--- src/rtl/eth_tx_frame_arbiter.sv ---
// Frame-granular round-robin arbiter onto the MAC TX byte stream; 1-cycle grant latency, zero-latency pass-through once granted.
// Backpressure: m_axis_tready is routed to the granted source only; a mid-frame source stall is aborted with an errored tlast.
module eth_tx_frame_arbiter #(
    parameter int N_SRC         = 3,
    parameter int STALL_TIMEOUT = 64,
    localparam int GW           = $clog2(N_SRC)
) (
    input  logic                 clk,
    input  logic                 rst_n,
    input  logic [8*N_SRC-1:0]   s_axis_tdata,
    input  logic [N_SRC-1:0]     s_axis_tvalid,
    output logic [N_SRC-1:0]     s_axis_tready,
    input  logic [N_SRC-1:0]     s_axis_tlast,
    input  logic [N_SRC-1:0]     s_axis_tuser,
    output logic [7:0]           m_axis_tdata,
    output logic                 m_axis_tvalid,
    input  logic                 m_axis_tready,
    output logic                 m_axis_tlast,
    output logic                 m_axis_tuser,
    output logic [GW-1:0]        grant_id,
    output logic                 busy,
    output logic [15:0]          abort_count
);

    typedef enum logic [1:0] {
        S_IDLE  = 2'd0,
        S_XFER  = 2'd1,
        S_ABORT = 2'd2,
        S_FLUSH = 2'd3
    } state_t;

    state_t          state_q, state_d;
    logic [GW-1:0]   grant_q, grant_d;
    logic [GW-1:0]   last_grant_q, last_grant_d;
    logic [31:0]     stall_cnt_q, stall_cnt_d;
    logic [15:0]     abort_cnt_q, abort_cnt_d;

    logic [GW-1:0]   winner;
    logic [GW-1:0]   idx_g;
    logic            any_req;

    logic            sel_vld;
    logic            sel_last;
    logic            sel_user;
    logic [7:0]      sel_dat;

    // Round-robin scan starting just after the most recent owner.
    always_comb begin
        winner  = '0;
        idx_g   = '0;
        any_req = 1'b0;
        for (int k = 1; k <= N_SRC; k++) begin
            idx_g = GW'((int'(last_grant_q) + k) % N_SRC);
            if (!any_req && s_axis_tvalid[idx_g]) begin
                any_req = 1'b1;
                winner  = idx_g;
            end
        end
    end

    assign sel_vld  = s_axis_tvalid[grant_q];
    assign sel_last = s_axis_tlast[grant_q];
    assign sel_user = s_axis_tuser[grant_q];
    assign sel_dat  = s_axis_tdata[{grant_q, 3'b000} +: 8];

    always_comb begin
        state_d       = state_q;
        grant_d       = grant_q;
        last_grant_d  = last_grant_q;
        stall_cnt_d   = stall_cnt_q;
        abort_cnt_d   = abort_cnt_q;
        m_axis_tdata  = 8'h00;
        m_axis_tvalid = 1'b0;
        m_axis_tlast  = 1'b0;
        m_axis_tuser  = 1'b0;
        s_axis_tready = '0;

        case (state_q)
            S_IDLE: begin
                stall_cnt_d = '0;
                if (any_req) begin
                    grant_d = winner;
                    state_d = S_XFER;
                end
            end
            S_XFER: begin
                m_axis_tdata           = sel_dat;
                m_axis_tvalid          = sel_vld;
                m_axis_tlast           = sel_last;
                m_axis_tuser           = sel_user;
                s_axis_tready[grant_q] = m_axis_tready;
                if (sel_vld) begin
                    // A valid beat never counts as a stall, even while the MAC holds off.
                    stall_cnt_d = '0;
                    if (m_axis_tready && sel_last) begin
                        last_grant_d = grant_q;
                        state_d      = S_IDLE;
                    end
                end else begin
                    if (stall_cnt_q != 32'hFFFF_FFFF) begin
                        stall_cnt_d = stall_cnt_q + 32'd1;
                    end
                    if (STALL_TIMEOUT > 0 && stall_cnt_q == 32'(STALL_TIMEOUT - 1)) begin
                        state_d = S_ABORT;
                    end
                end
            end
            S_ABORT: begin
                stall_cnt_d   = '0;
                m_axis_tvalid = 1'b1;
                m_axis_tlast  = 1'b1;
                m_axis_tuser  = 1'b1;
                if (m_axis_tready) begin
                    if (abort_cnt_q != 16'hFFFF) begin
                        abort_cnt_d = abort_cnt_q + 16'd1;
                    end
                    state_d = S_FLUSH;
                end
            end
            S_FLUSH: begin
                // Drain the remainder of the aborted source frame without forwarding it.
                s_axis_tready[grant_q] = 1'b1;
                if (sel_vld && sel_last) begin
                    last_grant_d = grant_q;
                    state_d      = S_IDLE;
                end
            end
            default: begin
                state_d = S_IDLE;
            end
        endcase
    end

    always_ff @(posedge clk or negedge rst_n) begin
        if (!rst_n) begin
            state_q      <= S_IDLE;
            grant_q      <= '0;
            last_grant_q <= GW'(N_SRC - 1);
            stall_cnt_q  <= '0;
            abort_cnt_q  <= '0;
        end else begin
            state_q      <= state_d;
            grant_q      <= grant_d;
            last_grant_q <= last_grant_d;
            stall_cnt_q  <= stall_cnt_d;
            abort_cnt_q  <= abort_cnt_d;
        end
    end

    assign grant_id    = grant_q;
    assign busy        = (state_q != S_IDLE);
    assign abort_count = abort_cnt_q;

endmodule

--- config.mk ---
export PLATFORM = sky130hd
export DESIGN_NAME = eth_tx_frame_arbiter
export DESIGN_NICKNAME = d
export VERILOG_FILES = /design/src/rtl/eth_tx_frame_arbiter.sv
export SDC_FILE = /design/constraint.sdc
export NUM_CORES = 1
export LEC_CHECK = 0
export CORE_MARGIN = 5
export CORE_UTILIZATION = 45
export CTS_CLUSTER_DIAMETER = 50
export DETAILED_ROUTE_END_ITERATION = 16
export GPL_TIMING_DRIVEN = 1
export MAX_ROUTING_LAYER = met4
export PLACE_DENSITY_LB_ADDON = 0.15
export SYNTH_ARGS = -nofsm -noshare
export SYNTH_HDL_FRONTEND = slang
export SYNTH_SLANG_ARGS = --single-unit
--- constraint.sdc ---
create_clock -name clk -period 3.76 [get_ports clk]
set_input_delay 0.752 -clock clk [delete_from_list [all_inputs] [get_ports clk]]
set_output_delay 0.752 -clock clk [all_outputs]
set_load 0.02 [all_outputs]
==> flow_summary.ini, run 1 <==
[outcome]
outcome = complete, no violations

[critical_path]
timing.critical_path.buf_inv = 3
critPathMaxFanout = 18
crit_family = buffers and inverters
worst-endpoint-required_ps = 3010
cp-start-kind = register
critPathArrivalTime_ps = 2640
critical_path.slowest_cell = dfrtp_1
crit_type = register to output port
cp-end-kind = output port
crit_chain = inv_1, nor2_1, buf_4, o2bb2ai_1, a21oi_1, nor2b_1, clkdlybuf4s50_1
cpPeakStageDelay_ps = 720

[drt]
drtPass1Iterations = 5
drt_iter0_markers = 150
drt.antenna.violating_nets = 0
route.detailed.vias_per_inst = 5.61
final_routed_wirelength_um = 8450
post_drt_wl_per_cell_um = 14.9
dr_total_vias = 3182
drc = 0

[logic_synthesis]
dominant_combinational_cell_family_by_area_after_synthesis = simple AND/OR/NAND/NOR gates
postSynth.asyncResetShare = 1.00
synth_xor_xnor_area_share = 0.0399
post_synthesis_register_bit_count = 54
post_synth_inst_count = 404
synth_area_um2 = 3510
synth_seq_area_share = 0.386
synth_warnings = 0
avg_synthesized_cell_area_um2 = 8.68
area_fraction_in_and_or_nand_and_nor_cells_after_synthesis = 0.225
synth_adder_area_share = 0.0321
synth-edff-count = 0
most_frequently_used_flop_master_after_synthesis = dfrtp_1
synth_compound_area_frac = 0.206
synth.net_count = 449
synthMuxAreaShare = 0.0563
number_of_distinct_library_cells_after_synthesis = 55

[global_route]
first_global_vias = 3049
antenna_found_initial = 0
largest_net_degree_at_the_start_of_global_routing = 49
grt_pass1_wl_um = 14600
grt_remaining_overflow = 0
track_usage = 0.183

[finish]
post_route_cells_drive_above_1_share = 0.0710
layout-area-overhead-vs-synth_pct = 23.4
final_util = 0.566
nets = 509
antenna_cells_inserted = 0

[clocking]
clock_sink_count = 54
htreeDepth = 2
insertion_delay_to_the_later_sink_of_the_worst_skew_pair_ps = 320
post_cts_resize_count = 0
cts_buffer_count = 5
clk_root_buffer_cell = clkbuf_8
tritoncts = done
clk_buf_depth = 2
cts_hold_repair_buffers = 0
cts_setup_buffers = 0
path_clk_slew_ps = 110

[die]
rows = 32
die_y_um = 98.3
design.die.area_um2 = 9660
die-width_um = 98.3
core-area_um2 = 7650
initial_core_util = 0.459
floorplan.io_pins = 69

[placement]
buffer_ports.inserted = 68
half_perimeter_wire_length_after_placement_um = 6120
place_congestion = 0.823

[timing]
hold_viol_final = 0
setup_violations = 0
tns_ps = 0
slew_viols_final = 0
clock.fmax_mhz = 295
finalClockSkew_ps = 19.2
timing_worst_slew_pin_value_ps = 1050
period_utilization = 0.902
timing.final.crit_period_ps = 3390
rsz0062_at_grt = no
slew-limit-headroom = 0.301

[power_and_ir_drop]
power_per_cell_area_nw_per_um2 = 581
power_leakage_nw = 1.75
worst_ir_drop_vdd_v = 0.000360

[min_path]
hold_class = register to register

[run]
timing.max_cap.violations = 0
==> cell usage after synthesis (7+ instances only) <==
cell      instances  share of area
a21oi_1          16          0.023
a31oi_1           8          0.014
and3_1            7          0.012
clkbuf_1         12          0.013
dfrtp_1          53           0.38
ha_1              9          0.032
inv_1            16          0.017
mux2i_1          15          0.043
nand2_1          31          0.033
nand2b_1          9          0.016
nand3_1          21          0.030
nand4_1          11          0.020
nor2_1           38          0.041
nor3_1            9          0.013
nor4_1           11          0.020
o21ai_0          35          0.050
o21ai_2           7          0.017
o31ai_1          19          0.041
xnor2_1          10          0.025
==> metal layers <==
metal	wire (µm)	track usage	vias up
li1	-	-	1601
met1	3970	0.242	1520
met2	4110	0.300	55
met3	315	0.0286	6
met4	61	0.0378	0
met5	0	-	-
==> stage by stage <==
stage	worst slack (ps)	hold slack (ps)	std cells	power, mW	area [µm²]
6_report	367	492	567	2.51	4330
5_1_grt	196	508	567	2.71	4330
4_1_cts	358	498	567	2.53	4330
3_5_place_dp	422	480	559	2.18	4230
3_3_place_gp	434	472	559	2.16	4230
2_1_floorplan	1230	456	404	1.75	3510
==> cells in the final DEF, fill, tap and decap left out, drive strengths merged, types with 4 or more instances in the layout <==
cell type / netlist / routed
nor2: 38 / 38
nand3: 21 / 21
and3: 7 / 7
nand4: 11 / 11
o21ai: 43 / 43
buf: 8 / 8
nand2: 31 / 31
nor3: 9 / 9
ha: 9 / 9
dfrtp: 53 / 53
a41oi: 4 / 4
xnor2: 10 / 10
nor4: 11 / 11
nor2b: 4 / 4
and2: 7 / 7
inv: 16 / 17
clkdlybuf4s50: 0 / 67
o31ai: 19 / 19
mux2i: 16 / 16
nand2b: 9 / 9
o41ai: 4 / 4
xor2: 6 / 6
clkbuf: 14 / 5
a21oi: 16 / 16
a31oi: 8 / 8
==> state kept, by name, indices dropped and copies added (netlist names), named ones only <==
signal,count
stall_cnt_q,32
abort_count,16
grant_id,2
last_grant_q,2
state_q,1
==> kinds of logic after synthesis <==
kind of cell,Yosys count
AOI/OAI and AO/OA,110
buffers and inverters,39
xor gates and xnor gates,16
muxes,19
DFF,54
adders and majority gates,9
and+or+nand+nor,157
==> path summary, 6_finish.rpt <==
check | slack [ps] | endpoint | depth (start not counted) | from
min in group asynchronous | 610 | abort_count[13] | 1 | rst_n
max in group asynchronous | 2440 | stall_cnt_q[25] | 2 | rst_n
worst max-delay path | 370 | m_axis_tlast | 7 | grant_id[0]
worst min register to register | 490 | abort_count[11] | 1 | abort_count[11]
worst max register to register | 910 | stall_cnt_q[8] | 7 | grant_id[1]
worst min-delay path | 490 | abort_count[11] | 1 | abort_count[11]
==> area by class of cell <==
type                            instances  area [µm²]
Inverter                               17        63.8
Timing Repair Buffer                   75         728
Sequential cell                        54        1350
Fill cell                             705        3320
Clock inverter                          3        28.8
Clock buffer                            5        68.8
Tap cell                              102         128
Multi-Input combinational cell        311        1960
==> report_power, final <==
group	switching [mW]	internal, mW
Combinational	0.814	0.593
Clock	0.216	0.139
Sequential	0.110	0.644
No activity file was read; power rests on OpenSTA's default activity.
==> run 2, diff against run 1 <==
==> constraint.sdc (replaced) <==
create_clock -name clk -period 3.6 [get_ports clk]
set_input_delay 0.72 -clock clk [delete_from_list [all_inputs] [get_ports clk]]
set_output_delay 0.72 -clock clk [all_outputs]
set_load 0.02 [all_outputs]
==> run 2 against run 1 <==
Worst hold slack got worse by 140 ps. Setup slack got worse by 41 ps. Sequential cell count unchanged. Design area increased by 0.26%. Via count decreased by 1.4%. Die area unchanged. Sequential power about the same. Largest power group unchanged.
==> flow_summary.ini, run 2 (same netlist as run 1, synthesis figures left out) <==
[drt]
route.detailed.vias_per_inst = 5.51
final_routed_wirelength_um = 8470
drt.antenna.violating_nets = 0
drtPass1Iterations = 4
dr_total_vias = 3137
post_drt_wl_per_cell_um = 14.9
drt_iter0_markers = 168
drc = 0

[critical_path]
crit_type = input pin to output port
critPathMaxFanout = 5
worst-endpoint-required_ps = 2880
critPathArrivalTime_ps = 2550
cp-start-kind = input pin
cp-end-kind = output port

[die]
die-width_um = 98.3
die_y_um = 98.3
initial_core_util = 0.459
core-area_um2 = 7650
floorplan.io_pins = 69
rows = 32
design.die.area_um2 = 9660

[timing]
tns_ps = 0
slew_viols_final = 0
worst_slack_ps = 326
finalClockSkew_ps = 14.7
clock.fmax_mhz = 305
period_utilization = 0.909
rsz0062_at_grt = no
setup_violations = 0
timing_worst_slew_pin_value_ps = 623
hold_viol_final = 0
slew-limit-headroom = 0.581
timing.final.crit_period_ps = 3270
fin_hold_ws_ps = 347

[placement]
place_inst = 561
placement.setup.worst_slack_ps = 333
place_congestion = 0.818
half_perimeter_wire_length_after_placement_um = 6290
buffer_ports.inserted = 68
post_dp_cell_area_um2 = 4250

[clocking]
clock_sink_count = 54
clk_root_buffer_cell = clkbuf_8
post_cts_resize_count = 0
htreeDepth = 2
tritoncts = done
path_clk_slew_ps = 110
cts_hold_repair_buffers = 0
insertion_delay_to_the_later_sink_of_the_worst_skew_pair_ps = 310
cts_buffer_count = 5
cts_setup_buffers = 0
clk_buf_depth = 2

[finish]
stdcell_count = 569
layout-area-overhead-vs-synth_pct = 23.8
layout_common_cells = 67 x clkdlybuf4s50_1, 53 x dfrtp_1, 38 x nor2_1
mostFrequentLayoutCell = clkdlybuf4s50_1
antenna_cells_inserted = 0
final_design_area_no_fill_um2 = 4340
nets = 511
fill_cells = 700
post_route_cells_drive_above_1_share = 0.0749
final_util = 0.568
largest_register = stall_cnt_q
largest_register_ffs = 32

[power_and_ir_drop]
power_per_cell_area_nw_per_um2 = 603
worst_ir_drop_vdd_v = 0.000344
power_leakage_nw = 1.75
p_total_mw = 2.62

[min_path]
hold_class = input pin to async pin

[outcome]
outcome = complete, no violations

[global_route]
grt_remaining_overflow = 0
grt_pass1_wl_um = 14300
track_usage = 0.180
antenna_found_initial = 0
first_global_vias = 2922
largest_net_degree_at_the_start_of_global_routing = 33

[run]
timing.max_cap.violations = 0
## run 2: cell count changes in the layout (fill, tap and decap cells not counted), sizes merged
cell / before / now
clkinvlp: 0 / 1
buf: 8 / 10
clkinv: 3 / 2
## run 2: final timing paths
kind	from	end	slack (ps)	cells after the start
max in group asynchronous	rst_n	stall_cnt_q[4]	2440	2
setup / recovery	s_axis_tvalid[0]	m_axis_tvalid	330	6
hold reg to reg	abort_count[5]	abort_count[5]	500	1
hold / removal	rst_n	abort_count[12]	350	1
min in group clk	abort_count[5]	abort_count[5]	500	1
setup reg to reg	grant_id[1]	stall_cnt_q[22]	980	7
## run 2: report_power, final
part / total [mW] / switching (mW) / leakage [nW] / internal (mW)
sequential: 0.753 / 0.0792 / 0.731 / 0.673
combinational: 1.52 / 0.887 / 0.974 / 0.630
clock: 0.350 / 0.209 / 0.0447 / 0.141
## run 2: cell type report
cell class | count | area [µm²] | area share
inverters | 17 | 63.8 | 0.0147
flip-flops and latches | 54 | 1350 | 0.312
multi-input cells | 311 | 1960 | 0.452
repair buffers | 77 | 743 | 0.171
well taps | 102 | 128 | 0.0294
clock buffers | 5 | 68.8 | 0.0159
clock inverters | 3 | 25.0 | 0.00576
## run 2: critical path: stages
cell and delay [ps]:
clkdlybuf4s50_1 560, mux2i_2 130, o22a_1 250, nor2b_1 150, nor2b_1 110, clkdlybuf4s50_1 630
## run 2: routing by layer
metal  wire [µm]  vias up  track usage
met5           0        -            -
met4          34        0       0.0357
li1            -     1602            -
met3         308        2       0.0371
met1        3980     1480        0.244
met2        4140       53        0.281
==> run 3, diff against run 2 <==
--- a/config.mk
+++ b/config.mk
@@ -7,6 +7,7 @@
 export LEC_CHECK = 0
 export CORE_MARGIN = 5
 export CORE_UTILIZATION = 45
+export CTS_BUF_LIST = sky130_fd_sc_hd__clkbuf_16
 export CTS_CLUSTER_DIAMETER = 50
 export DETAILED_ROUTE_END_ITERATION = 16
 export GPL_TIMING_DRIVEN = 1
==> run 3 against run 2 <==
Setup slack improved by 5.5 ps. Fmax rose by 0.17%. Total power rose by 5.4%. Core utilization grew 0.74 points. Worst hold slack improved by 29 ps. Clock power rose by 40%. Sequential power barely moved. Die area stayed put. Critical path type unchanged. Routed wire length rose by 1.0%. Register-to-register slack barely moved. Count of clock-buffer cells in the layout unchanged. Clock skew down 8.4 ps.
==> flow_summary.ini, run 3 (same netlist as run 1, synthesis figures left out) <==
[critical_path]
crit_type = input pin to output port
r2r-end = stall_cnt_q[17]
cpPeakStageDelay_ps = 630
cp-end-kind = output port
critical_path.endpoint = m_axis_tvalid
reg2reg_slack_ps = 970
critical_path.slowest_cell = clkdlybuf4s50_1
timing.critical_path.buf_inv = 2
critPathLaunch = s_axis_tvalid[0]
critPathMaxFanout = 5
regToRegStartpoint = grant_id[1]
critPathArrivalTime_ps = 2550
worst-endpoint-required_ps = 2880
crit_family = buffers and inverters
crit_chain = clkdlybuf4s50_1, mux2i_2, o22a_1, nor2b_1, nor2b_1, clkdlybuf4s50_1
crit_cells = 6
rr_worst_depth = 7
cp-start-kind = input pin

[global_route]
antenna_found_initial = 0
grt_remaining_overflow = 0
largest_net_degree_at_the_start_of_global_routing = 33
track_usage = 0.180
first_global_vias = 2940
grt_pass1_wl_um = 14400

[die]
die_y_um = 98.3
rows = 32
initial_core_util = 0.459
design.die.area_um2 = 9660
die-width_um = 98.3
core-area_um2 = 7650
floorplan.io_pins = 69

[clocking]
clk_root_buffer_cell = clkbuf_16
post_cts_resize_count = 0
clock_sink_count = 54
htreeDepth = 2
insertion_delay_to_the_later_sink_of_the_worst_skew_pair_ps = 290
path_clk_slew_ps = 70
cts_hold_repair_buffers = 0
cts_setup_buffers = 0
tritoncts = done
cts_buffer_count = 5
clk_buf_depth = 2

[timing]
timing_worst_slew_pin_value_ps = 617
hold_viol_final = 0
rsz0062_at_grt = no
slew-limit-headroom = 0.585
tns_ps = 0
timing.final.crit_period_ps = 3270
slew_viols_final = 0
clock.fmax_mhz = 306
period_utilization = 0.908
finalClockSkew_ps = 6.36
setup_violations = 0

[power_and_ir_drop]
worst_ir_drop_vdd_v = 0.000343
power_leakage_nw = 1.78
power.share.sequential = 0.273
share_comb_of_total_power = 0.550
power_per_cell_area_nw_per_um2 = 628
p_clk_frac = 0.177
p_sw_mw = 1.20
cell_internal_pwr_mw = 1.57
switching_share = 0.433

[finish]
fill_cells = 690
stdcell_count = 569
largest_register_ffs = 32
post_route_cells_drive_above_1_share = 0.0749
layout-area-overhead-vs-synth_pct = 25.4
largest_register = stall_cnt_q
multiInputGateArea_um2 = 1960
mostFrequentLayoutCell = clkdlybuf4s50_1
area.sequential_um2 = 1350
nets = 511
antenna_cells_inserted = 0
layout_common_cells = 67 x clkdlybuf4s50_1, 53 x dfrtp_1, 38 x nor2_1

[drt]
drc = 0
post_drt_wl_per_cell_um = 15.0
drt_iter0_markers = 138
drt.antenna.violating_nets = 0
final_routed_wirelength_um = 8560
dr_total_vias = 3174
route.detailed.vias_per_inst = 5.58
drtPass1Iterations = 4

[outcome]
outcome = complete, no violations

[min_path]
hold_class = input pin to async pin

[placement]
place_congestion = 0.818
buffer_ports.inserted = 68
place_inst = 561
half_perimeter_wire_length_after_placement_um = 6290

[run]
timing.max_cap.violations = 0
## run 3: changes by cell type in the layout (fill, tap and decap cells not counted)
cell / delta
clkbuf_16: +5
clkbuf_8: -5
## run 3: per-stage QoR
step                cell area [µm²]  power (mW)  setup slack, ps  hold WS [ps]   util
global placement               4250        2.26              352           471  0.555
finish                         4400        2.76              332           376  0.575
floorplan                      3510        1.83             1100           424      -
detailed placement             4250        2.29              333           482  0.555
CTS                            4400        2.79              340           394  0.575
global route                   4400        2.96              193           418  0.575
## run 3: layout make-up
cell class                      count  share of cell area
Multi-Input combinational cell    311               0.446
Sequential cell                    54               0.308
Timing Repair Buffer               77               0.169
Tap cell                          102              0.0290
Clock buffer                        5              0.0284
Inverter                           17              0.0145
Clock inverter                      3             0.00569
## run 3: worst min path at each step
stage                                 end  slack [ps]  cells past startpoint
after detailed placement   abort_count[9]         480                      1
final                     abort_count[12]         380                      1
after global routing      abort_count[12]         420                      1
after CTS                 abort_count[12]         390                      1
after floorplan                 async pin         420                      0
after global placement    abort_count[11]         470                      1
## run 3: power by group through the flow
stage               sequential [mW]  combinational [mW]  clock (mW)
finish                        0.753                1.52       0.489
floorplan                     0.775                1.06           0
detailed placement            0.765                1.53           0
global placement              0.762                1.50           0
CTS                           0.753                1.53       0.501
global route                  0.765                1.67       0.531
## run 3: per-layer routing
layer	global-route usage	up-vias	routed length (µm)	share of wire
li1	-	1605	-	-
met1	0.243	1500	4030	0.47
met2	0.281	61	4160	0.49
met3	0.0264	8	296	0.035
met4	0.0504	0	76	0.0089
met5	-	-	0	0
